$ cat src/rtl/mdu_iterative_if.sv
// ----------------------------------------------------------------------------
// mdu_iterative_if
// Handshake/result bundle between the EXE stage and the iterative
// multiply/divide unit.
//   master : EXE-stage side. Drives the operation request, operands, the
//            exception flush and pipe advance. Receives busy and the HI/LO
//            result.
//   slave  : multiply/divide unit side.
// ----------------------------------------------------------------------------
interface mdu_iterative_if #(
   parameter int DATA_WIDTH = 32
);
   logic                  op_valid;   // EXE holds a mult/div instruction
   logic                  op_is_div;  // 1 = divide, 0 = multiply
   logic                  op_signed;  // 1 = MULT/DIV, 0 = MULTU/DIVU
   logic [DATA_WIDTH-1:0] src_a;      // rs: multiplicand / dividend
   logic [DATA_WIDTH-1:0] src_b;      // rt: multiplier / divisor
   logic                  flush;      // exception flush of EXE
   logic                  pipe_adv;   // EXE instruction advances this cycle
   logic                  busy;       // stall request to the pipeline control
   logic                  res_valid;  // HI/LO valid for the EXE instruction
   logic [DATA_WIDTH-1:0] res_hi;     // product high / remainder
   logic [DATA_WIDTH-1:0] res_lo;     // product low / quotient

   modport master (
      output op_valid, op_is_div, op_signed, src_a, src_b, flush, pipe_adv,
      input  busy, res_valid, res_hi, res_lo
   );

   modport slave (
      input  op_valid, op_is_div, op_signed, src_a, src_b, flush, pipe_adv,
      output busy, res_valid, res_hi, res_lo
   );
endinterface : mdu_iterative_if

$ cat src/rtl/mdu_iterative.sv
// ----------------------------------------------------------------------------
// mdu_iterative
// Multi-cycle multiply/divide unit for the EXE stage (MULT/MULTU/DIV/DIVU).
// Multiply completes in one working cycle; divide is restoring radix-2, one
// quotient bit per cycle. The result is held in DONE until the instruction
// leaves EXE (pipe_adv), so cache stalls do not lose it. An exception flush
// aborts any operation immediately.
//   clk  : core clock
//   rst  : synchronous active-high reset
//   bus  : mdu_iterative_if.slave (request, operands, flush, pipe_adv,
//          busy, res_valid, res_hi, res_lo)
// ----------------------------------------------------------------------------
module mdu_iterative #(
   parameter int DATA_WIDTH = 32,
   parameter int CNT_WIDTH  = 6
) (
   input  logic              clk,
   input  logic              rst,
   mdu_iterative_if.slave    bus
);

   typedef enum logic [1:0] {
      S_IDLE = 2'd0,
      S_MUL  = 2'd1,
      S_DIV  = 2'd2,
      S_DONE = 2'd3
   } state_e;

   localparam logic [CNT_WIDTH-1:0]  CNT_LAST = CNT_WIDTH'(DATA_WIDTH - 1);
   localparam logic [CNT_WIDTH-1:0]  CNT_ONE  = {{(CNT_WIDTH-1){1'b0}}, 1'b1};
   localparam logic [CNT_WIDTH-1:0]  CNT_ZERO = {CNT_WIDTH{1'b0}};
   localparam logic [DATA_WIDTH-1:0] D_ZERO   = {DATA_WIDTH{1'b0}};
   localparam logic [DATA_WIDTH-1:0] D_ONES   = {DATA_WIDTH{1'b1}};

   // Two's-complement negate when neg is set (single width)
   function automatic logic [DATA_WIDTH-1:0] cond_neg(
      input logic [DATA_WIDTH-1:0] v,
      input logic                  neg
   );
      logic [DATA_WIDTH-1:0] r;
      if (neg) begin
         r = (~v) + {{(DATA_WIDTH-1){1'b0}}, 1'b1};
      end else begin
         r = v;
      end
      return r;
   endfunction

   // Two's-complement negate when neg is set (double width, for products)
   function automatic logic [2*DATA_WIDTH-1:0] cond_neg2(
      input logic [2*DATA_WIDTH-1:0] v,
      input logic                    neg
   );
      logic [2*DATA_WIDTH-1:0] r;
      if (neg) begin
         r = (~v) + {{(2*DATA_WIDTH-1){1'b0}}, 1'b1};
      end else begin
         r = v;
      end
      return r;
   endfunction

   state_e                state_q, state_d;
   logic [CNT_WIDTH-1:0]  cnt_q, cnt_d;
   logic [DATA_WIDTH-1:0] a_abs_q, a_abs_d;   // |dividend| / |multiplicand|
   logic [DATA_WIDTH-1:0] b_abs_q, b_abs_d;   // |divisor|  / |multiplier|
   logic                  sa_q, sa_d;         // operand signs, 0 for unsigned ops
   logic                  sb_q, sb_d;
   logic [DATA_WIDTH-1:0] rem_q, rem_d;       // settled partial remainder (< divisor)
   logic [DATA_WIDTH-1:0] quo_q, quo_d;       // dividend bits shift out, quotient bits shift in
   logic [DATA_WIDTH-1:0] hi_q, hi_d;
   logic [DATA_WIDTH-1:0] lo_q, lo_d;
   logic                  valid_q, valid_d;

   logic                    start_sa_s;
   logic                    start_sb_s;
   logic [2*DATA_WIDTH-1:0] prod_abs_s;
   logic [2*DATA_WIDTH-1:0] prod_s;
   logic [DATA_WIDTH:0]     trial_s;          // DATA_WIDTH+1-bit trial remainder
   logic [DATA_WIDTH:0]     diff_s;
   logic                    q_bit_s;
   logic [DATA_WIDTH-1:0]   rem_next_s;
   logic [DATA_WIDTH-1:0]   quo_next_s;

   assign start_sa_s = bus.op_signed & bus.src_a[DATA_WIDTH-1];
   assign start_sb_s = bus.op_signed & bus.src_b[DATA_WIDTH-1];

   assign prod_abs_s = {D_ZERO, a_abs_q} * {D_ZERO, b_abs_q};
   assign prod_s     = cond_neg2(prod_abs_s, sa_q ^ sb_q);

   // Restoring step: since rem_q < divisor, trial - divisor always fits in
   // DATA_WIDTH+1 bits as a signed value, so its MSB is the borrow.
   assign trial_s    = {rem_q, quo_q[DATA_WIDTH-1]};
   assign diff_s     = trial_s - {1'b0, b_abs_q};
   assign q_bit_s    = ~diff_s[DATA_WIDTH];
   assign rem_next_s = q_bit_s ? diff_s[DATA_WIDTH-1:0] : trial_s[DATA_WIDTH-1:0];
   assign quo_next_s = {quo_q[DATA_WIDTH-2:0], q_bit_s};

   assign bus.busy      = (((state_q == S_IDLE) & bus.op_valid) |
                           (state_q == S_MUL) | (state_q == S_DIV)) & ~bus.flush;
   assign bus.res_valid = valid_q;
   assign bus.res_hi    = hi_q;
   assign bus.res_lo    = lo_q;

   // Next-state and datapath update; flush overrides everything else
   always_comb begin
      state_d = state_q;
      cnt_d   = cnt_q;
      a_abs_d = a_abs_q;
      b_abs_d = b_abs_q;
      sa_d    = sa_q;
      sb_d    = sb_q;
      rem_d   = rem_q;
      quo_d   = quo_q;
      hi_d    = hi_q;
      lo_d    = lo_q;
      valid_d = valid_q;

      if (bus.flush) begin
         state_d = S_IDLE;
         cnt_d   = CNT_ZERO;
         valid_d = 1'b0;
      end else begin
         case (state_q)
            S_IDLE: begin
               if (bus.op_valid) begin
                  sa_d    = start_sa_s;
                  sb_d    = start_sb_s;
                  a_abs_d = cond_neg(bus.src_a, start_sa_s);
                  b_abs_d = cond_neg(bus.src_b, start_sb_s);
                  rem_d   = D_ZERO;
                  quo_d   = cond_neg(bus.src_a, start_sa_s);
                  cnt_d   = CNT_ZERO;
                  state_d = bus.op_is_div ? S_DIV : S_MUL;
               end else begin
                  state_d = S_IDLE;
               end
            end
            S_MUL: begin
               hi_d    = prod_s[2*DATA_WIDTH-1:DATA_WIDTH];
               lo_d    = prod_s[DATA_WIDTH-1:0];
               valid_d = 1'b1;
               state_d = S_DONE;
            end
            S_DIV: begin
               rem_d = rem_next_s;
               quo_d = quo_next_s;
               if (cnt_q == CNT_LAST) begin
                  cnt_d   = CNT_ZERO;
                  valid_d = 1'b1;
                  state_d = S_DONE;
                  if (b_abs_q == D_ZERO) begin
                     // Divide by zero: LO all ones, HI the original dividend
                     lo_d = D_ONES;
                     hi_d = cond_neg(a_abs_q, sa_q);
                  end else begin
                     lo_d = cond_neg(quo_next_s, sa_q ^ sb_q);
                     hi_d = cond_neg(rem_next_s, sa_q);
                  end
               end else begin
                  cnt_d = cnt_q + CNT_ONE;
               end
            end
            S_DONE: begin
               if (bus.pipe_adv) begin
                  state_d = S_IDLE;
                  valid_d = 1'b0;
               end else begin
                  state_d = S_DONE;
               end
            end
            default: begin
               state_d = S_IDLE;
               cnt_d   = CNT_ZERO;
               valid_d = 1'b0;
            end
         endcase
      end
   end

   // State and datapath registers with synchronous reset
   always_ff @(posedge clk) begin
      if (rst) begin
         state_q <= S_IDLE;
         cnt_q   <= CNT_ZERO;
         a_abs_q <= D_ZERO;
         b_abs_q <= D_ZERO;
         sa_q    <= 1'b0;
         sb_q    <= 1'b0;
         rem_q   <= D_ZERO;
         quo_q   <= D_ZERO;
         hi_q    <= D_ZERO;
         lo_q    <= D_ZERO;
         valid_q <= 1'b0;
      end else begin
         state_q <= state_d;
         cnt_q   <= cnt_d;
         a_abs_q <= a_abs_d;
         b_abs_q <= b_abs_d;
         sa_q    <= sa_d;
         sb_q    <= sb_d;
         rem_q   <= rem_d;
         quo_q   <= quo_d;
         hi_q    <= hi_d;
         lo_q    <= lo_d;
         valid_q <= valid_d;
      end
   end

endmodule : mdu_iterative

$ cat src/flat_wrapper.sv
// flat-port wrapper written by rule: the top's interface ports become plain ports
module mdu_iterative_flat 
#(
   parameter int DATA_WIDTH = 32,
   parameter int CNT_WIDTH  = 6
)
  (clk, rst, bus_op_valid, bus_op_is_div, bus_op_signed, bus_src_a, bus_src_b, bus_flush, bus_pipe_adv, bus_busy, bus_res_valid, bus_res_hi, bus_res_lo);
  mdu_iterative_if #(.DATA_WIDTH(DATA_WIDTH)) bus_i ();
  input  logic clk;
  input  logic rst;
  input wire logic [$bits(bus_i.op_valid)-1:0] bus_op_valid;
  input wire logic [$bits(bus_i.op_is_div)-1:0] bus_op_is_div;
  input wire logic [$bits(bus_i.op_signed)-1:0] bus_op_signed;
  input wire logic [$bits(bus_i.src_a)-1:0] bus_src_a;
  input wire logic [$bits(bus_i.src_b)-1:0] bus_src_b;
  input wire logic [$bits(bus_i.flush)-1:0] bus_flush;
  input wire logic [$bits(bus_i.pipe_adv)-1:0] bus_pipe_adv;
  output wire logic [$bits(bus_i.busy)-1:0] bus_busy;
  output wire logic [$bits(bus_i.res_valid)-1:0] bus_res_valid;
  output wire logic [$bits(bus_i.res_hi)-1:0] bus_res_hi;
  output wire logic [$bits(bus_i.res_lo)-1:0] bus_res_lo;
  assign bus_i.op_valid = bus_op_valid;
  assign bus_i.op_is_div = bus_op_is_div;
  assign bus_i.op_signed = bus_op_signed;
  assign bus_i.src_a = bus_src_a;
  assign bus_i.src_b = bus_src_b;
  assign bus_i.flush = bus_flush;
  assign bus_i.pipe_adv = bus_pipe_adv;
  assign bus_busy = bus_i.busy;
  assign bus_res_valid = bus_i.res_valid;
  assign bus_res_hi = bus_i.res_hi;
  assign bus_res_lo = bus_i.res_lo;
  mdu_iterative #(.DATA_WIDTH(DATA_WIDTH), .CNT_WIDTH(CNT_WIDTH)) u_core (.clk(clk), .rst(rst), .bus(bus_i));
endmodule
$ cat config.mk
export PLATFORM = sky130hd
export DESIGN_NAME = mdu_iterative_flat
export DESIGN_NICKNAME = d
export VERILOG_FILES = /design/src/rtl/mdu_iterative_if.sv /design/src/rtl/mdu_iterative.sv /design/src/flat_wrapper.sv
export SDC_FILE = /design/constraint.sdc
export NUM_CORES = 2
export LEC_CHECK = 0
export CORE_MARGIN = 2
export CORE_UTILIZATION = 55
export DETAILED_ROUTE_END_ITERATION = 6
export MAX_ROUTING_LAYER = met4
export PLACE_DENSITY_LB_ADDON = 0.15
export SETUP_SLACK_MARGIN = 0.05
export SYNTH_ARGS = -nofsm -noshare
export SYNTH_HDL_FRONTEND = slang
export SYNTH_SLANG_ARGS = --single-unit
$ cat constraint.sdc
create_clock -name clk -period 8.75 [get_ports clk]
set_input_delay 1.3125 -clock clk [delete_from_list [all_inputs] [get_ports clk]]
set_output_delay 1.3125 -clock clk [all_outputs]
set_load 0.005 [all_outputs]
==> results.rst <==
.. list-table::
   :header-rows: 1

   * - Metric
     - Value
   * - Via count of the first global-routing pass
     - roughly 45000
   * - IO Port Bufs
     - 136
   * - DIE HEIGHT
     - between 300 and 400 um
   * - Syn Area/Cell
     - 8.18 um^2
   * - Global routing usage on met1
     - about 55%
   * - Global-route met2 utilization
     - 60.0%
   * - Register bit total from synthesis
     - 203
   * - Total iterations of the first detailed-routing run
     - 6
   * - End point of the worst hold path
     - u_core.bus.res_hi[15]
   * - Crit path required time
     - 9.27 ns
   * - Most common flop cell mapped by yosys
     - sky130_fd_sc_hd__dfxtp_1
   * - Cell area after layout
     - 58200 um^2
   * - Synthesis-to-finish area growth
     - 15.3%
   * - Total leakage power
     - 26.7 nW
   * - Met3 routing resource usage after global routing
     - between 10% and 20%
   * - Overflow after GRT
     - 0
   * - Count of antenna-violating nets left after detailed routing
     - 0
   * - Kind of start point of the critical path
     - flip-flop
   * - Cell repeated most along the worst path
     - sky130_fd_sc_hd__fa_1
   * - Netlist Area Pre-Place
     - 50500 um^2
   * - Vias/cell
     - roughly 6.0
   * - R2R setup slack
     - 0.19 ns
   * - End of the worst register-to-register path
     - u_core.bus.res_hi[24]
   * - Initial antenna violation count
     - 6
   * - Core area
     - approximately 90000 um^2
   * - Placed Cells incl. Taps
     - approximately 7500
   * - F_max
     - 0.117 GHz
   * - Estimated wirelength of the detail-placed design
     - 154000 um
   * - Maximum clock skew at final layout
     - roughly 0.041 ns
   * - Average routed wire per standard cell
     - around 25 um
   * - Most common cell after layout, fill and taps aside
     - sky130_fd_sc_hd__inv_1
   * - Portion of the post-synthesis area used by sequential elements
     - 8.05%
   * - Sequential cell area
     - 4140 um^2
   * - Post-synthesis net count
     - approximately 7400
   * - Worst setup path class
     - flip-flop to flip-flop
   * - Remaining max-slew budget at the tightest pin
     - ~10%
   * - Reported max-cap violation count
     - 0
   * - GRT Util Overall
     - 41.0%
   * - Fraction of synthesized cell area taken by the top area cell type
     - 35.6%
   * - Busiest layer in global routing
     - met2
   * - Maximum buffer depth of the clock tree
     - 3
   * - Number of buffers created by CTS
     - 27
   * - DIE WIDTH
     - 307 um
   * - DRC violation count after routing
     - 0
   * - Total number of vias
     - 45800
   * - Share of cells above drive strength 1
     - 12.5%
   * - CTS clock-pin slew for the worst setup and hold paths
     - 0.07 ns
   * - Cell area after placement
     - between 50000 and 60000 um^2
   * - Slew at the pin closest to its max-slew limit
     - 1.32 ns
   * - TritonCTS Sinks
     - 203
   * - First-iteration detailed-routing DRC count
     - 4756
   * - Final Hold Vio Count
     - 0
   * - Slowest stage cell on the critical path
     - sky130_fd_sc_hd__fa_2
   * - Data arrival at the endpoint of the critical path
     - just over 9 ns
   * - # fillers
     - 8057
   * - Min-Delay Path Class
     - flip-flop to flip-flop
   * - IR drop worst, VDD
     - approximately 0.00018 V
   * - Ys Warns
     - 0
   * - Die area
     - 94200 um^2
   * - Count of flip-flops with a built-in enable after synthesis
     - 0
   * - Weighted congestion at the end of routability-driven global placement
     - 1.04
   * - Final instance count without filler cells
     - approximately 7600
   * - Biggest area consumer among synthesized cells
     - sky130_fd_sc_hd__fa_1
   * - Clock period minus final worst setup slack
     - 8.56 ns
   * - Depth of the CTS H-tree
     - 1
   * - Unrepaired setup endpoints after global routing
     - yes
   * - Max Transition Viols Final
     - 0
   * - Share of synthesized registers carrying an async set or reset
     - 0%
   * - Net count, final
     - 7678
   * - Total area of multi-input combinational cells
     - ~42000 um^2
   * - Peak per-stage delay on the critical path
     - 0.59 ns
   * - CTS tree
     - yes
   * - Clock insertion delay at the later pin of the skew report
     - between 0.6 and 0.7 ns
   * - Run status
     - complete, no violations
   * - Power per unit of standard cell area
     - 123 nW/um^2
   * - Crit share post-route
     - 97.8%
   * - Top fanout value on the critical path
     - 13
   * - Number of standard cells after synthesis
     - 6172
   * - Critical hold path startpoint
     - u_core.bus.res_hi[15]
   * - Synth area leaders
     - sky130_fd_sc_hd__fa_1 (36%), sky130_fd_sc_hd__dfxtp_1 (8.1%), sky130_fd_sc_hd__ha_1 (7.6%), sky130_fd_sc_hd__inv_1 (7.1%), sky130_fd_sc_hd__and2_1 (6.7%)
   * - Std cell rows
     - 111
   * - Most frequent cells in the layout
     - sky130_fd_sc_hd__inv_1 (949), sky130_fd_sc_hd__fa_1 (878), sky130_fd_sc_hd__nand2_1 (774)
   * - Number of stages on the worst hold path
     - 2
   * - Beginning of the worst register-to-register path
     - u_core.b_abs_q[17]
   * - Number of top-level design ports
     - 137
   * - Crit. End Element
     - flip-flop
   * - Pin count of the biggest net entering global routing
     - 79
   * - Clock root cell
     - sky130_fd_sc_hd__clkbuf_16
   * - Sum of routed wire length over all layers
     - 189000 um
   * - Length in cells of the worst reg-to-reg path
     - 32
   * - Yosys cell types
     - 98
   * - Initial cell density of the core
     - 55.3%
   * - Final setup fails
     - 0
   * - Wire length of the first global-routing pass
     - 283000 um
how the worst max path moves through the flow:
stage | from | endpoint | slack, ns | cells past startpoint
5_1_grt | u_core.b_abs_q[19] | u_core.bus.res_hi[24] | -0.06 | 32
6_report | u_core.b_abs_q[17] | u_core.bus.res_hi[24] | 0.19 | 32
2_1_floorplan | u_core.a_abs_q[15] | u_core.bus.res_hi[30] | 0.21 | 32
3_5_place_dp | u_core.a_abs_q[14] | u_core.bus.res_hi[17] | -0.44 | 28
3_3_place_gp | u_core.a_abs_q[14] | u_core.bus.res_hi[27] | -0.40 | 28
4_1_cts | u_core.a_abs_q[10] | u_core.bus.res_hi[30] | 0.05 | 32
layer usage:
metal  share of wire [%]  vias up
li1                    -    20200
met1                  40    22900
met2                  44     2359
met3                  12      399
met4                 4.7        0
met5                   0        -
registers in the layout, indices dropped and copies added (netlist names):
signal and flops:
u_core.state_q 2, u_core.b_abs_q 32, u_core.bus.res_valid 1, u_core.rem_q 32
u_core.sb_q 1, u_core.quo_q 32, u_core.cnt_q 6, u_core.bus.res_hi 32
u_core.bus.res_lo 32, u_core.sa_q 1, u_core.a_abs_q 32
kinds of logic (layout without fill, tap and decap cells):
family	after synthesis	after routing	synth area share [%]
buffers and inverters	1378	1628	10.3
AO/OA/AOI/OAI	921	921	12.1
other	0	2	0
multiplexers	36	36	0.776
flip-flops	203	203	8.05
adder cells (fa/ha/maj)	1203	1203	43.2
XOR/XNOR	242	242	4.20
AND/OR/NAND/NOR	2189	2189	21.4
repair_timing:
action                     in CTS  in global routing
gates resized for setup        44                271
setup endpoints to repair      34                 40
buffers inserted                5                 25
cloned                          1                  9
hold buffers                    0                  0
pin swaps                       8                106
cell usage after synthesis, types with 23 or more instances:
master / number
sky130_fd_sc_hd__nor2_1: 386
sky130_fd_sc_hd__and3_1: 24
sky130_fd_sc_hd__nand2_1: 780
sky130_fd_sc_hd__o211ai_1: 38
sky130_fd_sc_hd__clkbuf_1: 360
sky130_fd_sc_hd__o21a_1: 23
sky130_fd_sc_hd__o31ai_1: 28
sky130_fd_sc_hd__nand4_1: 45
sky130_fd_sc_hd__a21oi_1: 267
sky130_fd_sc_hd__fa_1: 897
sky130_fd_sc_hd__nor3_1: 99
sky130_fd_sc_hd__or3_1: 32
sky130_fd_sc_hd__and2_1: 542
sky130_fd_sc_hd__xnor2_1: 139
sky130_fd_sc_hd__o221ai_1: 34
sky130_fd_sc_hd__nor4_1: 42
sky130_fd_sc_hd__buf_1: 33
sky130_fd_sc_hd__nand3_1: 82
sky130_fd_sc_hd__a21o_1: 33
sky130_fd_sc_hd__mux2i_1: 29
sky130_fd_sc_hd__xor2_1: 103
sky130_fd_sc_hd__or4_1: 23
sky130_fd_sc_hd__nand2b_1: 31
sky130_fd_sc_hd__dfxtp_1: 203
sky130_fd_sc_hd__inv_1: 960
sky130_fd_sc_hd__a22oi_1: 23
sky130_fd_sc_hd__a31oi_1: 70
sky130_fd_sc_hd__a211oi_1: 58
sky130_fd_sc_hd__ha_1: 306
sky130_fd_sc_hd__o21ai_0: 161
final cells by class:
class | count | area share (%)
multi-input combinational | 4591 | 72.6
inverter | 962 | 6.22
clock inverter | 11 | 0.198
tap | 1186 | 2.55
timing repair buffer | 619 | 10.0
clock buffer | 36 | 1.32
sequential | 203 | 7.11
antenna | 2 | 0.00860
report_power, final:
part | total [W] | switching [W] | internal, W
Clock | 0.00118 | 0.000534 | 0.000650
Sequential | 0.00104 | 0.0000664 | 0.000970
Combinational | 0.00496 | 0.00292 | 0.00203
Total | 0.00718 | 0.00352 | 0.00365
metrics by stage:
step | setup WS [ns] | setup TNS (ns) | hold slack [ns] | util, % | total power, W
after floorplan | 0.214 | 0 | 0.439 | - | 0.00344
after global placement | -0.402 | -4.47 | 0.440 | 61.0 | 0.00545
after detailed placement | -0.441 | -5.43 | 0.444 | 61.0 | 0.00546
after CTS | 0.0544 | 0 | 0.452 | 62.2 | 0.00676
after global routing | -0.0572 | -0.135 | 0.470 | 63.8 | 0.00753
final | 0.192 | 0 | 0.450 | 63.8 | 0.00718
worst max-delay path, delay by kind of cell (launching register included):
| kind | cells | cell delay [ns] |
|---|---|---|
| buf+inv | 10 | 1.37 |
| flops | 1 | 0.40 |
| compound gates | 4 | 0.85 |
| xor+xnor | 2 | 0.27 |
| fa+ha+maj | 9 | 4.52 |
| simple gates | 7 | 1.02 |
(Power assumes the default switching activity.)
